==> src/rtl/bus_master_arbiter.sv <==
// Round-robin arbiter sharing one bus_cdc port among NumMasters requesters,
// running one issue/wait/respond transaction at a time.
// Ports: clk_i, reset_n_i (async, active low); per-master req_i, we_i,
// we_ram_i, address_i, wdata_i, ack_o; shared rdata_o, grant_o, err_o;
// downstream bus_we_o, bus_we_ram_o, bus_address_o, bus_data_o,
// bus_data_i, bus_busy_i.
// Optional macro BUS_ARB_TIMEOUT_EN: bounds WAIT at TimeoutCycles and
// flags the forced completion on err_o.
module bus_master_arbiter #(
    parameter int NumMasters = 2,
    parameter int AddrWidth = 32,
    parameter int DataWidth = 32,
    parameter logic [AddrWidth-1:0] IdleAddress = '1,
    parameter int BusyWindow = 2,
    parameter int TimeoutCycles = 1024
) (
    input  logic                            clk_i,
    input  logic                            reset_n_i,
    input  logic [NumMasters-1:0]           req_i,
    input  logic [NumMasters-1:0]           we_i,
    input  logic [NumMasters*4-1:0]         we_ram_i,
    input  logic [NumMasters*AddrWidth-1:0] address_i,
    input  logic [NumMasters*DataWidth-1:0] wdata_i,
    output logic [NumMasters-1:0]           ack_o,
    output logic [DataWidth-1:0]            rdata_o,
    output logic [NumMasters-1:0]           grant_o,
    output logic                            err_o,
    output logic                            bus_we_o,
    output logic [3:0]                      bus_we_ram_o,
    output logic [AddrWidth-1:0]            bus_address_o,
    output logic [DataWidth-1:0]            bus_data_o,
    input  logic [DataWidth-1:0]            bus_data_i,
    input  logic                            bus_busy_i
);

    localparam int IdxW = (NumMasters > 1) ? $clog2(NumMasters) : 1;
    localparam int CntW = $clog2(TimeoutCycles + BusyWindow + 1);

    typedef enum logic [2:0] {
        S_IDLE, S_ISSUE, S_WAIT, S_RESP, S_GAP
    } state_t;

    state_t                state_q, state_d;
    logic [IdxW-1:0]       gnt_q, gnt_d;
    logic [IdxW-1:0]       ptr_q, ptr_d;
    logic                  we_q, we_d;
    logic [3:0]            we_ram_q, we_ram_d;
    logic [AddrWidth-1:0]  addr_q, addr_d;
    logic [DataWidth-1:0]  wdata_q, wdata_d;
    logic [DataWidth-1:0]  rdata_q, rdata_d;
    logic [CntW-1:0]       cnt_q, cnt_d;
    logic                  seen_q, seen_d;

    logic [3:0]            wr_arr [NumMasters];
    logic [AddrWidth-1:0]  ad_arr [NumMasters];
    logic [DataWidth-1:0]  wd_arr [NumMasters];

    logic                  found;
    logic [IdxW-1:0]       sel;
    logic                  drive;
    logic [NumMasters-1:0] gnt_oh;

    for (genvar m = 0; m < NumMasters; m++) begin : g_unpack
        assign wr_arr[m] = we_ram_i[4*m +: 4];
        assign ad_arr[m] = address_i[AddrWidth*m +: AddrWidth];
        assign wd_arr[m] = wdata_i[DataWidth*m +: DataWidth];
    end

    // Scan from the highest offset down so the requester closest at or
    // after ptr_q overrides any later one.
    always_comb begin
        found = 1'b0;
        sel   = '0;
        for (int i = NumMasters - 1; i >= 0; i--) begin
            int j;
            j = int'(ptr_q) + i;
            if (j >= NumMasters) j = j - NumMasters;
            if (req_i[IdxW'(j)]) begin
                found = 1'b1;
                sel   = IdxW'(j);
            end
        end
    end

`ifdef BUS_ARB_TIMEOUT_EN
    logic err_q, err_d;
`endif

    always_comb begin
        state_d  = state_q;
        gnt_d    = gnt_q;
        ptr_d    = ptr_q;
        we_d     = we_q;
        we_ram_d = we_ram_q;
        addr_d   = addr_q;
        wdata_d  = wdata_q;
        rdata_d  = rdata_q;
        cnt_d    = cnt_q;
        seen_d   = seen_q;
`ifdef BUS_ARB_TIMEOUT_EN
        err_d    = err_q;
`endif
        unique case (state_q)
            S_IDLE: begin
                if (found) begin
                    gnt_d    = sel;
                    we_d     = we_i[sel];
                    we_ram_d = wr_arr[sel];
                    addr_d   = ad_arr[sel];
                    wdata_d  = wd_arr[sel];
                    state_d  = S_ISSUE;
                end
            end
            S_ISSUE: begin
                cnt_d   = '0;
                seen_d  = 1'b0;
`ifdef BUS_ARB_TIMEOUT_EN
                err_d   = 1'b0;
`endif
                state_d = S_WAIT;
            end
            S_WAIT: begin
                cnt_d = cnt_q + CntW'(1);
                if (bus_busy_i) seen_d = 1'b1;
                // A slave that never raises busy inside the window is
                // zero-wait: its data is already valid.
                if (!bus_busy_i && (seen_q ||
                    cnt_q == CntW'(BusyWindow - 1))) begin
                    rdata_d = bus_data_i;
                    state_d = S_RESP;
                end
`ifdef BUS_ARB_TIMEOUT_EN
                else if (cnt_q == CntW'(TimeoutCycles - 1)) begin
                    rdata_d = '0;
                    err_d   = 1'b1;
                    state_d = S_RESP;
                end
`endif
            end
            S_RESP: begin
                ptr_d   = (gnt_q == IdxW'(NumMasters - 1)) ?
                          '0 : gnt_q + IdxW'(1);
                state_d = S_GAP;
            end
            S_GAP:   state_d = S_IDLE;
            default: state_d = S_IDLE;
        endcase
    end

    always_ff @(posedge clk_i or negedge reset_n_i) begin
        if (!reset_n_i) begin
            state_q  <= S_IDLE;
            gnt_q    <= '0;
            ptr_q    <= '0;
            we_q     <= 1'b0;
            we_ram_q <= '0;
            addr_q   <= IdleAddress;
            wdata_q  <= '0;
            rdata_q  <= '0;
            cnt_q    <= '0;
            seen_q   <= 1'b0;
`ifdef BUS_ARB_TIMEOUT_EN
            err_q    <= 1'b0;
`endif
        end else begin
            state_q  <= state_d;
            gnt_q    <= gnt_d;
            ptr_q    <= ptr_d;
            we_q     <= we_d;
            we_ram_q <= we_ram_d;
            addr_q   <= addr_d;
            wdata_q  <= wdata_d;
            rdata_q  <= rdata_d;
            cnt_q    <= cnt_d;
            seen_q   <= seen_d;
`ifdef BUS_ARB_TIMEOUT_EN
            err_q    <= err_d;
`endif
        end
    end

    assign drive  = (state_q == S_ISSUE) || (state_q == S_WAIT) ||
                    (state_q == S_RESP);
    assign gnt_oh = NumMasters'(1) << gnt_q;

    assign grant_o       = drive ? gnt_oh : '0;
    assign ack_o         = (state_q == S_RESP) ? gnt_oh : '0;
    assign rdata_o       = rdata_q;
    assign bus_address_o = drive ? addr_q : IdleAddress;
    assign bus_data_o    = drive ? wdata_q : '0;
    assign bus_we_o      = (state_q == S_ISSUE) && we_q;
    assign bus_we_ram_o  = (state_q == S_ISSUE) ? we_ram_q : 4'b0;

`ifdef BUS_ARB_TIMEOUT_EN
    assign err_o = (state_q == S_RESP) && err_q;
`else
    assign err_o = 1'b0;
`endif

endmodule

==> config.mk <==
export PLATFORM = sky130hd
export DESIGN_NAME = bus_master_arbiter
export DESIGN_NICKNAME = d
export VERILOG_FILES = /design/src/rtl/bus_master_arbiter.sv
export SDC_FILE = /design/constraint.sdc
export NUM_CORES = 1
export LEC_CHECK = 0
export BUFFER_PORTS_ARGS = -buffer_cell sky130_fd_sc_hd__buf_2
export CAP_MARGIN = 20
export CORE_MARGIN = 3
export CORE_UTILIZATION = 42
export CTS_BUF_LIST = sky130_fd_sc_hd__clkbuf_8 sky130_fd_sc_hd__clkbuf_16
export CTS_CLUSTER_DIAMETER = 40
export DETAILED_ROUTE_END_ITERATION = 10
export HOLD_SLACK_MARGIN = 0.06
export PLACE_DENSITY = 0.74
export SYNTH_ARGS = -nofsm -noshare
export SYNTH_HDL_FRONTEND = slang
export SYNTH_SLANG_ARGS = --single-unit
==> constraint.sdc <==
create_clock -name clk_i -period 1.81 [get_ports clk_i]
set_input_delay 0.362 -clock clk_i [delete_from_list [all_inputs] [get_ports clk_i]]
set_output_delay 0.362 -clock clk_i [all_outputs]
set_load 0.05 [all_outputs]
-- Yosys cells after proc, flatten, opt, wreduce, memory -nomap -nowiden
Cells that the tools add are included.
- add/sub/neg operators: 5
- $mul: 0
- divide/modulo/power cells: 0
- $lt $le $gt $ge: 6
- equal/unequal tests: 7
- shifts and indexed selects: 1
- muxes and demuxes: 33
- bitwise operators: 1
- reductions and logical operators: 12
- operators with widths (kind ; number):
    $mux 32 ; 8
    $pmux 11 s2 ; 1
    $mux 4 ; 4
    $mux 1 ; 14
    $pmux 3 s4 ; 1
    $add 11x1->11 const B ; 1
    $eq 11x1->1 const B ; 1
    $reduce_and 2->1 ; 4
    $eq 3x2->1 const B ; 2
    $lt 1x3->1 const B ; 2
    $mux 3 ; 2
    $ne 2x2->1 const B ; 3
    $ge 2x2->1 const B ; 2
    $mux 2 ; 2
    $eq 3x1->1 const B ; 1
    $logic_not 3->1 ; 1
    $logic_or 1x1->1 ; 3
    $add 1x1->2 const B ; 1
    $ge 1x2->1 const B ; 1
    $logic_and 1x1->1 ; 2
    $lt 1x2->1 const B ; 1
    $not 1->2 ; 1
    $pmux 1 s2 ; 1
    $reduce_bool 2->1 ; 1
    other kinds (4) ; 5
- bits in registers: 118
- bits in latches: 0
- memory bits (writable): 0
- memory bits (read-only): 0
- bits of input ports: 175
- output and inout bits: 106
- word-level logic and storage cells: 75
- memories: 0

-- Depth between registers and ports, before layout
Gate-level depths: netlist of run 1.
- depth after elaboration: 12
- mapped depth: 7
- mapped depth without buffers: 6

-- Worst setup path before layout of run 1
No wires, ideal clock.
- path kind: flip-flop to output port
- start: reg state_q[1]
- end: out grant_o[0]
- data arrival time: 1936 ps
- data required time: 1448 ps
- slack: -488 ps
- cell stages (with the launch flop): 5
- buffers on the path: 2
- cell sequence: dfrtp_1 buf_2 nor2_1 clkbuf_1 nor3_1
- word-level cells in the longest chain between the ends: 4
- elaborated cells on any way between the ends: 6
- those cells by class: eq/ne: 3; mux: 1; reduce/logical: 2
- ends and longest elaborated chain (item ; RTL line ; source):
    start, declared ; 43 ; state_t state_q, state_d;
    start signal, assigned ; 166 ; state_q <= state_d;
    $eq 3x1->1 / $eq 3x2->1 (equally long branches) ; 182 ; assign drive = (state_q == S_ISSUE) || (state_q == S_WAIT) ||
    $logic_or 1x1->1 ; 182 ;
    $logic_or 1x1->1 (*) ; 182 ;
    $mux 2 (*) ; 186 ; assign grant_o = drive ? gnt_oh : '0;
    end, declared ; 26 ; output logic [NumMasters-1:0] grant_o,
Every way passes the cells marked *; elsewhere a longest branch is shown, timed or not.

-- Final worst setup path of run 1
- start: reg state_q[2]
- end: out bus_address_o[16]
- word-level cells in the longest chain between the ends: 4
- elaborated cells on any way between the ends: 6
- those cells by class: eq/ne: 3; mux: 1; reduce/logical: 2
- ends and longest elaborated chain (item ; RTL line ; source):
    $eq 3x1->1 / $eq 3x2->1 (equally long branches) ; 182 ;
    $logic_or 1x1->1 ; 182 ;
    $logic_or 1x1->1 (*) ; 182 ;
    $mux 32 (*) ; 189 ; assign bus_address_o = drive ? addr_q : IdleAddress;
    end, declared ; 30 ; output logic [AddrWidth-1:0] bus_address_o,
Marks and branches as above.

==> results of run 1 <==
-- worst max path at each step --
stage	start	end	slack, ns
4_1_cts	state_q[2]$_DFFE_PN0P_	bus_we_ram_o[1]	-0.25
3_3_place_gp	cnt_q[1]$_DFFE_PN0N_	rdata_o[31]$_DFFE_PN0P_	-0.04
5_1_grt	state_q[2]$_DFFE_PN0P_	bus_data_o[8]	-0.28
3_5_place_dp	cnt_q[1]$_DFFE_PN0N_	rdata_o[22]$_DFFE_PN0P_	-0.06
6_report	state_q[2]$_DFFE_PN0P_	bus_address_o[16]	-0.24
2_1_floorplan	state_q[1]$_DFFE_PN0P_	grant_o[0]	-0.06
-- Yosys cell counts (6+ instances only) --
cell type,number
a21oi_1,74
and2_1,33
and3_1,10
buf_1,6
buf_2,16
clkbuf_1,15
dfrtp_1,86
dfstp_2,32
mux2_1,29
mux2i_1,73
nand2_1,12
nor2_1,74
o21ai_0,10
or3_1,32
-- state kept, by name, indices dropped and copies added (netlist names) --
signal and count:
cnt_q 11, we_ram_q 4, gnt_q 1, rdata_o 32
seen_q 1, state_q 3, we_q 1, ptr_q 1
addr_q 32, wdata_q 32
-- power breakdown --
part	internal, mW	switching (mW)
clock	2.63	1.14
combinational	5.86	8.45
sequential	4.13	0.727
-- kinds of logic (layout without fill, tap and decap cells) --
logic type / count (synthesis) / after routing / synth area share (%)
flops: 118 / 118 / 51.75
other cells: 1 / 1 / 0.06484
compound gates: 93 / 93 / 8.676
simple gates: 179 / 179 / 16.01
fa+ha+maj: 2 / 2 / 0.4326
mux: 106 / 106 / 19.06
xor+xnor: 1 / 1 / 0.1515
buf+inv: 46 / 369 / 3.851
-- routing by layer --
layer / wire (um) / part of all wire, %
met3: 766 / 4.4
met5: 0 / 0
met4: 229 / 1.3
met1: 6831 / 39
met2: 9545 / 55
-- worst register-to-register path, cell delays in order, from the launching register on --
cell       delay (ns)
dfrtp_2          0.44
buf_4            0.16
nor3_4           0.20
nand4_1          0.18
o31ai_4          0.11
buf_6            0.17
clkbuf_16        0.16
mux2_4           0.30
-- layout make-up --
cell class | instances | area [sq um]
clock inverter | 13 | 210.2
fill | 1019 | 3900
sequential | 118 | 2995
timing repair buffer | 333 | 2594
clock buffer | 19 | 452.9
tap | 176 | 220.2
multi-input combinational | 382 | 2960
inverter | 4 | 15.01
-- through the flow --
step	area [sq um]	power, mW
after CTS	9020	21.82
after floorplan	5892	13.18
after global placement	7784	16.00
after global routing	9448	23.98
after detailed placement	7784	16.23
final	9448	22.93
-- what timing repair did --
item,4_1_cts,5_1_grt
gates resized for setup,169,76
hold buffers,1,0
setup buffers,2,7
cloned,0,3
pin swaps,13,4
setup endpoints to repair,105,162
hold endpoints to repair,86,0
==> metrics.txt, run 1 <==
HPWL Detailed=about 12000 um; Post-Synthesis Cell Area=0.005783 sq mm; Cells after Synth=between 500 and 600; clock skew=0.007640 ns; # diodes=0; CTS tree=done; max incr delay on CP=roughly 0.44 ns; arrival time worst endpoint=approximately 1.7 ns; Global Route met3 Usage=4.895%; R2R cell count=7; CP Launch Type=flop; Core ar.=approximately 0.013 sq mm; CP top delay family=buffers and inverters; PD cells=roughly 2400 mW/mm^2; post-synthesis register bit count=roughly 120; setup_tns=-13.41 ns; worst hold endpoint=rdata_o[16]$_DFFE_PN0P_; critical path depth=4; DRT Pass-1 Iters=4; GRT overflow=0; Fin. Hold Viols=0; max-slew violations=0; clk sink count=between 100 and 150; worst slack, placed=-0.06483 ns; unrepaired setup endpoints after global routing=yes; crit path kind=reg -> out; num ports=281; Distinct cells, synth=36; Skew-Pair Late Insertion Delay=around 0.40 ns; width of the die=between 100 and 150 um; # setup viols final=84; Reg clk slew, reported paths=around 0.060 ns; initial antenna violation count=0; min cycle time layout=about 2 ns; max-cap violation count=0; cell taking the most area after synthesis=dfrtp_1; P_leak=roughly 4.8 nW; area delta synth->final=63.37%; commonest non-fill, non-tap cell in the layout=buf_2; first-pass GRT wire length=between 20000 and 25000 um; GRT busiest layer=met2; routability cong.=slightly below 0.8; post-route setup slack=-0.2386 ns; largest net degree at the start of global routing=76; Avg Inst Size Synth=roughly 11 sq um; worst r2r dst=rdata_o[19]$_DFFE_PN0P_; CP Buf/Inv Count=3; root buffer cell=clkbuf_16; final-stage net count=~1000; largest cells by area after synthesis=dfrtp_1 (37%), dfstp_2 (15%), mux2i_1 (13%), a21oi_1 (6.4%), mux2_1 (5.6%); Hold Worst Slack=between 0.15 and 0.2 ns; reg-to-reg startpoint=state_q[2]$_DFFE_PN0P_; initial core utilization=between 40% and 50%; number of enable flip-flop cells after synthesis=0; ys flop type=dfrtp_1; worst vdd ir=1.627 mV; total wire length=between 15000 and 20000 um; sequential cell area fraction in the yosys report=about half; H-tree depth=4; f_max=~500 MHz; Placed Cells=1001; CTS Buffer Depth=2; Synth Net Count=just over 700; non-filler cells, final=roughly 1000; DRC viols=0; CP cell instances=buf_6 -> buf_12 -> or3_4 -> buf_8; number of global-route vias before repair=around 5100; # port buffers=278; Async S/R FF share, synth=between 90% and 100%; crit path max fanout=19; die area=roughly 0.015 sq mm; DRT antenna net count=0; Min-Delay Path Class=in -> reg; status=finished with violations; hold path start=bus_data_i[16]; Final period util=113.2%; share of layout cells above drive strength 1=57.77%; die height=123.3 um; top-area cell type share of the netlist area=37.21%; failing checks=negative setup slack; utilization after layout=a little over two thirds; routed len/inst=approximately 17 um; DR vias=between 5000 and 6000; Num CTS Buffers=17; commonest non-fill, non-tap cells in the layout=buf_2 (204), dfrtp_1 (84), a21oi_1 (74); Placement Rows=42; slowest library cell on the worst path=dfrtp_2; hold path cells=2; met2 Use GR=38.46%; Ys Warns=0; DR vias/cell=about 5.0; endpoint class of the critical path=primary output; met1 usage=between 20% and 30%; violation count after the first detailed-routing iteration=240; reg2reg setup slack=-0.03 ns; CP Data Required Time=about 1.5 ns; gr usage total=about a fifth
Note: power is estimated with default switching activity, not from simulation.
==> inputs of run 2 (changes only) <==
- CORE_ASPECT_RATIO: unset -> 1.1
==> run 2 against run 1 <==
The run still ends with negative setup slack left. Clock skew down 0.0012 ns. First-iteration DRC count up 5.0%. Setup slack better by 0.0077 ns. Sequential share of layout area down 0.96 points.
==> metrics.txt, run 2 (same netlist as run 1, synthesis figures left out) <==
endpoint class of the critical path=primary output; Num CTS Buffers=17 (unchanged); utilization after layout=73.14% (+2.4 points); Core ar.=0.01332 sq mm (-0.19%); Comb power frac=64.6% (+2.2 points); reg-to-reg startpoint=state_q[2]$_DFFE_PN0P_; CP cell instances=buf_6 -> buf_12 -> or3_4 -> buf_6; arrival time worst endpoint=1.68 ns (about the same); CP top delay family=buffers and inverters; violation count after the first detailed-routing iteration=252 (+5.0%); Fin. Hold Viols=0 (unchanged); min cycle time layout=2.041 ns (-0.007685 ns); f_max=490.0 MHz (+0.38%); Reg clk slew, reported paths=0.06 ns (about the same); CP Data Required Time=1.45 ns (about the same); largest net degree at the start of global routing=119 (+57%); initial core utilization=43.41% (+0.081 points); commonest non-fill, non-tap cell in the layout=buf_2; CP Launch Type=flop; sequential share of power=21.0% (-0.2 points); total wire length=19230 um (+11%); share of layout cells above drive strength 1=60.59% (+2.8 points); DR vias=5495 (+5.8%); num ports=281 (unchanged); DRC viols=0 (unchanged); unrepaired setup endpoints after global routing=yes; clock skew=0.006406 ns (-0.001234 ns); Final Power=23.20 mW (+1.2%); Clk network pwr share=14.4% (-2.0 points); routability cong.=0.7853 (+1.1%); Pint=12.49 mW (-1.0%); number of global-route vias before repair=5299 (+4.9%); Rel. slew slack=56.37%; reg2reg setup slack=-0.16 ns (-0.13 ns); Sw Ratio=46.17% (+1.2 points); R2R cell count=8 (+1); worst r2r dst=wdata_q[14]$_DFFE_PN0P_; P_leak=4.884 nW (+1.9%); Skew-Pair Late Insertion Delay=0.41 ns (about the same); Worst Setup SP=state_q[2]$_DFFE_PN0P_; CTS Buffer Depth=2 (unchanged); routed len/inst=17.93 um (+7.9%); HPWL Detailed=11140 um (-5.9%); DR vias/cell=5.126 (+3.1%); H-tree depth=4 (unchanged); status=finished with violations; max-slew violations=0 (unchanged); crit path max fanout=21 (+2); DRT antenna net count=0 (unchanged); Final period util=112.8% (-0.42 points); Hold Worst Slack=0.04214 ns (-0.1464 ns); area delta synth->final=68.50%; crit path kind=reg -> out; gr usage total=22.01% (+0.72 points); DRT Pass-1 Iters=4 (unchanged); worst slack, placed=-0.08849 ns (-0.02366 ns); first-pass GRT wire length=26620 um (+6.7%); clk sink count=118 (unchanged); die height=129.1 um (+4.6%); # port buffers=278 (unchanged); Tightest Pin Transition=between 0.6 and 0.7 ns; # diodes=0 (unchanged); setup_tns=-22.66 ns (-9.254 ns); failing checks=negative setup slack; Placement Rows=44 (+4.8%); root buffer cell=clkbuf_16; width of the die=117.9 um (-4.4%); initial antenna violation count=0 (unchanged); slowest library cell on the worst path=dfrtp_1; Min-Delay Path Class=in -> async; PD cells=2381 mW/mm^2 (-1.9%); max incr delay on CP=0.40 ns (-0.04 ns); CP Buf/Inv Count=3 (unchanged); # setup viols final=171 (+100%); max-cap violation count=0 (unchanged); critical path depth=4 (unchanged); CTS tree=done; worst vdd ir=1.391 mV (-15%); final-stage net count=1052 (+1.8%); GRT overflow=0 (unchanged); Crit path top cell by count=buf_6; die area=0.01521 sq mm (about the same); P_sw=10.71 mW (+3.9%); crit path capture=bus_address_o[28]; post-route setup slack=-0.2310 ns (+0.007685 ns); commonest non-fill, non-tap cells in the layout=buf_2 (204), dfrtp_1 (84), buf_6 (74)
## run 2: cell count changes in the layout (fill, tap and decap cells not counted), sizes merged
cell / previous run / this run
buf: 329 / 343
clkbuf: 22 / 27
bufinv: 6 / 2
clkinvlp: 0 / 4
clkinv: 4 / 6
dlygate4sd3: 1 / 0
inv: 7 / 6
## run 2: how the worst min path moves through the flow
stage | start | endpoint | depth (start not counted)
finish | reset_n_i | seen_q$_DFFE_PN0P_ | 2
floorplan | reset_n_i | cnt_q[0]$_DFFE_PN0N_ | 0
global route | reset_n_i | state_q[0]$_DFFE_PN0P_ | 2
CTS | reset_n_i | seen_q$_DFFE_PN0P_ | 2
detailed placement | rdata_o[4]$_DFFE_PN0P_ | rdata_o[4]$_DFFE_PN0P_ | 1
global placement | rdata_o[5]$_DFFE_PN0P_ | rdata_o[5]$_DFFE_PN0P_ | 1
## run 2: repair_timing
item | 4_1_cts | 5_1_grt
gates cloned | 3 | 10
buffers inserted | 12 | 17
hold buffers | 0 | 0
endpoints found under the setup margin | 105 | 169
gates resized for setup | 214 | 77
pin swaps | 9 | 4
## run 2: cell type report
type | count | area, sq um
Inverter | 4 | 15.01
Fill cell | 964 | 3578
Tap cell | 184 | 230.2
Sequential cell | 118 | 2995
Multi-Input combinational cell | 382 | 3024
Clock buffer | 18 | 439.2
Timing Repair Buffer | 352 | 2888
Clock inverter | 14 | 152.6
## run 2: metrics by stage
stage	instances	cell area (sq um)
6_report	1072	9744
5_1_grt	1072	9744
4_1_cts	1048	9154
3_5_place_dp	1001	7671
3_3_place_gp	1001	7671
2_1_floorplan	546	5892
## run 2: layer usage
layer	global-route usage [%]	up-vias	part of all wire (%)	routed length (um)
li1	-	2567	-	-
met1	24.92	2631	37	7206
met2	40.63	250	54	10310
met3	6.155	47	5.8	1121
met4	6.897	0	3.1	587
met5	0	-	0	0
## run 2: power groups by stage
stage	combinational (mW)	clock (mW)	sequential, mW
5_1_grt	15.7	3.52	5.04
4_1_cts	13.6	3.37	4.78
2_1_floorplan	7.24	0	5.95
3_3_place_gp	11.0	0	4.73
3_5_place_dp	11.1	0	4.78
6_report	15.0	3.34	4.87
==> inputs of run 3 (changes only) <==
- CORE_UTILIZATION: 42 -> 47
- PLACE_DENSITY: 0.74 -> 0.78
- clock period: 1.81 -> 2.05 ns (I/O delays scaled with it)
==> run 3 against run 2 <==
The run still ends with negative setup slack left. Sequential power down 11%. Critical path type unchanged. Critical endpoint is now bus_address_o[9]. Largest cell class is now registers. Wire length decreased by 1.9%. Total power down 10%.
==> metrics.txt, run 3 (same netlist as run 1, synthesis figures left out) <==
initial core utilization=49.23% (+5.8 points); sequential share of power=20.7% (-0.3 points); DRT antenna net count=0 (unchanged); number of global-route vias before repair=5537 (+4.5%); DR vias=5376 (-2.2%); final-stage net count=1027 (-2.4%); Skew-Pair Late Insertion Delay=0.40 ns (about the same); reg2reg setup slack=0.04 ns (+0.20 ns); routability cong.=0.8264 (+5.2%); # port buffers=278 (unchanged); first-pass GRT wire length=27890 um (+4.8%); f_max=between 400 and 500 MHz; routed len/inst=18.63 um (+3.9%); Tightest Pin Transition=0.5755 ns (-0.07899 ns); endpoint class of the critical path=primary output; Worst Setup SP=state_q[2]$_DFFE_PN0P_; largest net degree at the start of global routing=69 (-42%); GRT overflow=0 (unchanged); hold path cells=2; gr usage total=25.80% (+3.8 points); crit path max fanout=35 (+67%); crit path kind=reg -> out; width of the die=111.8 um (-5.2%); failing checks=negative setup slack; crit path capture=bus_address_o[9]; initial antenna violation count=0 (unchanged); Met2 Wirelength=10190 um (-1.2%); Hold Worst Slack=0.2310 ns (+0.1889 ns); CP Data Required Time=1.64 ns (+0.19 ns); Final period util=102.0%; slowest library cell on the worst path=or3_4; DR vias/cell=5.312 (+3.6%); multi-input logic area=0.002905 sq mm (-3.9%); Clk network pwr share=14.9% (+0.5 points); max-cap violation count=0 (unchanged); DRT Pass-1 Iters=5 (+1); Comb power frac=64.4% (-0.2 points); worst r2r dst=rdata_o[14]$_DFFE_PN0P_; unrepaired setup endpoints after global routing=yes; max-slew violations=0 (unchanged); area delta synth->final=63.13%; num ports=281 (unchanged); Sw Ratio=45.31% (-0.86 points); min cycle time layout=around 2.1 ns; clk sink count=118 (unchanged); Pint=11.39 mW (-8.8%); H-tree depth=4 (unchanged); Core ar.=0.01175 sq mm (-12%); root buffer cell=clkbuf_16; CP Launch Type=flop; post-route setup slack=-0.04128 ns (+0.1897 ns); reg-to-reg startpoint=state_q[2]$_DFFE_PN0P_; total wire length=18850 um (-1.9%); Num CTS Buffers=17 (unchanged); Placement Rows=41 (-6.8%); Register Area=0.002995 sq mm (unchanged); Fin. Hold Viols=0 (unchanged); max incr delay on CP=0.41 ns (about the same); share of layout cells above drive strength 1=55.22% (-5.4 points); Min-Delay Path Class=in -> reg; die height=122.3 um (-5.2%); CP cell instances=buf_4 -> buf_12 -> or3_4 -> buf_6; Top Metal Used=met4; Reg clk slew, reported paths=0.06 ns (about the same); # diodes=0 (unchanged); P_sw=9.431 mW (-12%); fillers=727 (-25%); Rel. slew slack=61.28% (+4.9 points); setup_tns=-1.332 ns (+21.33 ns); status=finished with violations; worst vdd ir=1.631 mV (+17%); arrival time worst endpoint=1.68 ns (about the same); clock skew=0.008828 ns (+0.002422 ns); metal3 WL=1281 um (+14%); # setup viols final=55 (-68%); R2R cell count=8 (unchanged); commonest non-fill, non-tap cell in the layout=buf_2; die area=0.01367 sq mm (-10%); PD cells=2207 mW/mm^2 (-7.3%); CTS Buffer Depth=2 (unchanged); P_leak=4.746 nW (-2.8%); commonest non-fill, non-tap cells in the layout=buf_2 (204), dfrtp_1 (84), a21oi_1 (74); DRC viols=0 (unchanged); HPWL Detailed=11630 um (+4.5%); CTS tree=done; violation count after the first detailed-routing iteration=270 (+7.1%); metal1 wirelength=7008 um (-2.7%)
## run 3: power by group through the flow
stage | Clock [mW] | Combinational [mW] | Sequential [mW]
after floorplan | 0 | 6.09 | 5.24
after global routing | 3.25 | 14.0 | 4.43
after global placement | 0 | 9.39 | 4.18
final | 3.10 | 13.4 | 4.31
after CTS | 3.13 | 12.4 | 4.25
after detailed placement | 0 | 9.54 | 4.25
## run 3: worst min path at each step
stage | end | slack (ns) | from
after floorplan | cnt_q[0]$_DFFE_PN0N_ | 0.11 | reset_n_i
after global placement | rdata_o[17]$_DFFE_PN0P_ | 0.41 | reset_n_i
after detailed placement | rdata_o[17]$_DFFE_PN0P_ | 0.43 | reset_n_i
after CTS | rdata_o[25]$_DFFE_PN0P_ | 0.21 | bus_data_i[25]
after global routing | rdata_o[15]$_DFFE_PN0P_ | 0.22 | bus_data_i[15]
final | rdata_o[8]$_DFFE_PN0P_ | 0.23 | bus_data_i[8]
## run 3: worst max-delay path: cells and delay by family, from the launching register on
family                 cells  cell delay, ns
flip-flops                 1            0.38
buffers and inverters      3            0.47
AND/OR/NAND/NOR            1            0.41
## run 3: final cells by class
type,instances,area share (%)
tap,150,1.989
clock buffer,19,4.801
timing repair buffer,327,28.81
inverter,4,0.1592
multi-input combinational,382,30.80
clock inverter,12,1.698
sequential,118,31.75
## run 3: layer usage
metal  vias to the layer above  track usage (%)
met3                        29            5.917
li1                       2514                -
met2                       239            46.48
met4                         0            9.658
met5                         -                0
met1                      2594            30.08
## run 3: stage by stage
| stage | std cells | worst slack [ns] | instance area (sq um) | util, % | power [mW] |
|---|---|---|---|---|---|
| after floorplan | 546 | 0.04658 | 5791 | - | 11.33 |
| after global placement | 953 | 0.1530 | 7450 | 63.41 | 13.57 |
| after detailed placement | 953 | 0.06626 | 7450 | 63.41 | 13.79 |
| after CTS | 1001 | -0.03146 | 8990 | 76.53 | 19.74 |
| after global routing | 1012 | -0.08535 | 9434 | 80.31 | 21.69 |
| final | 1012 | -0.04128 | 9434 | 80.31 | 20.82 |
## run 3: timing repair
action | CTS | global route
hold buffers | 1 | 0
pin swaps | 30 | 8
cloned | 5 | 4
setup buffers | 11 | 7
setup endpoints to repair | 72 | 130
endpoints found under the hold margin | 39 | 0
gates resized for setup | 214 | 76
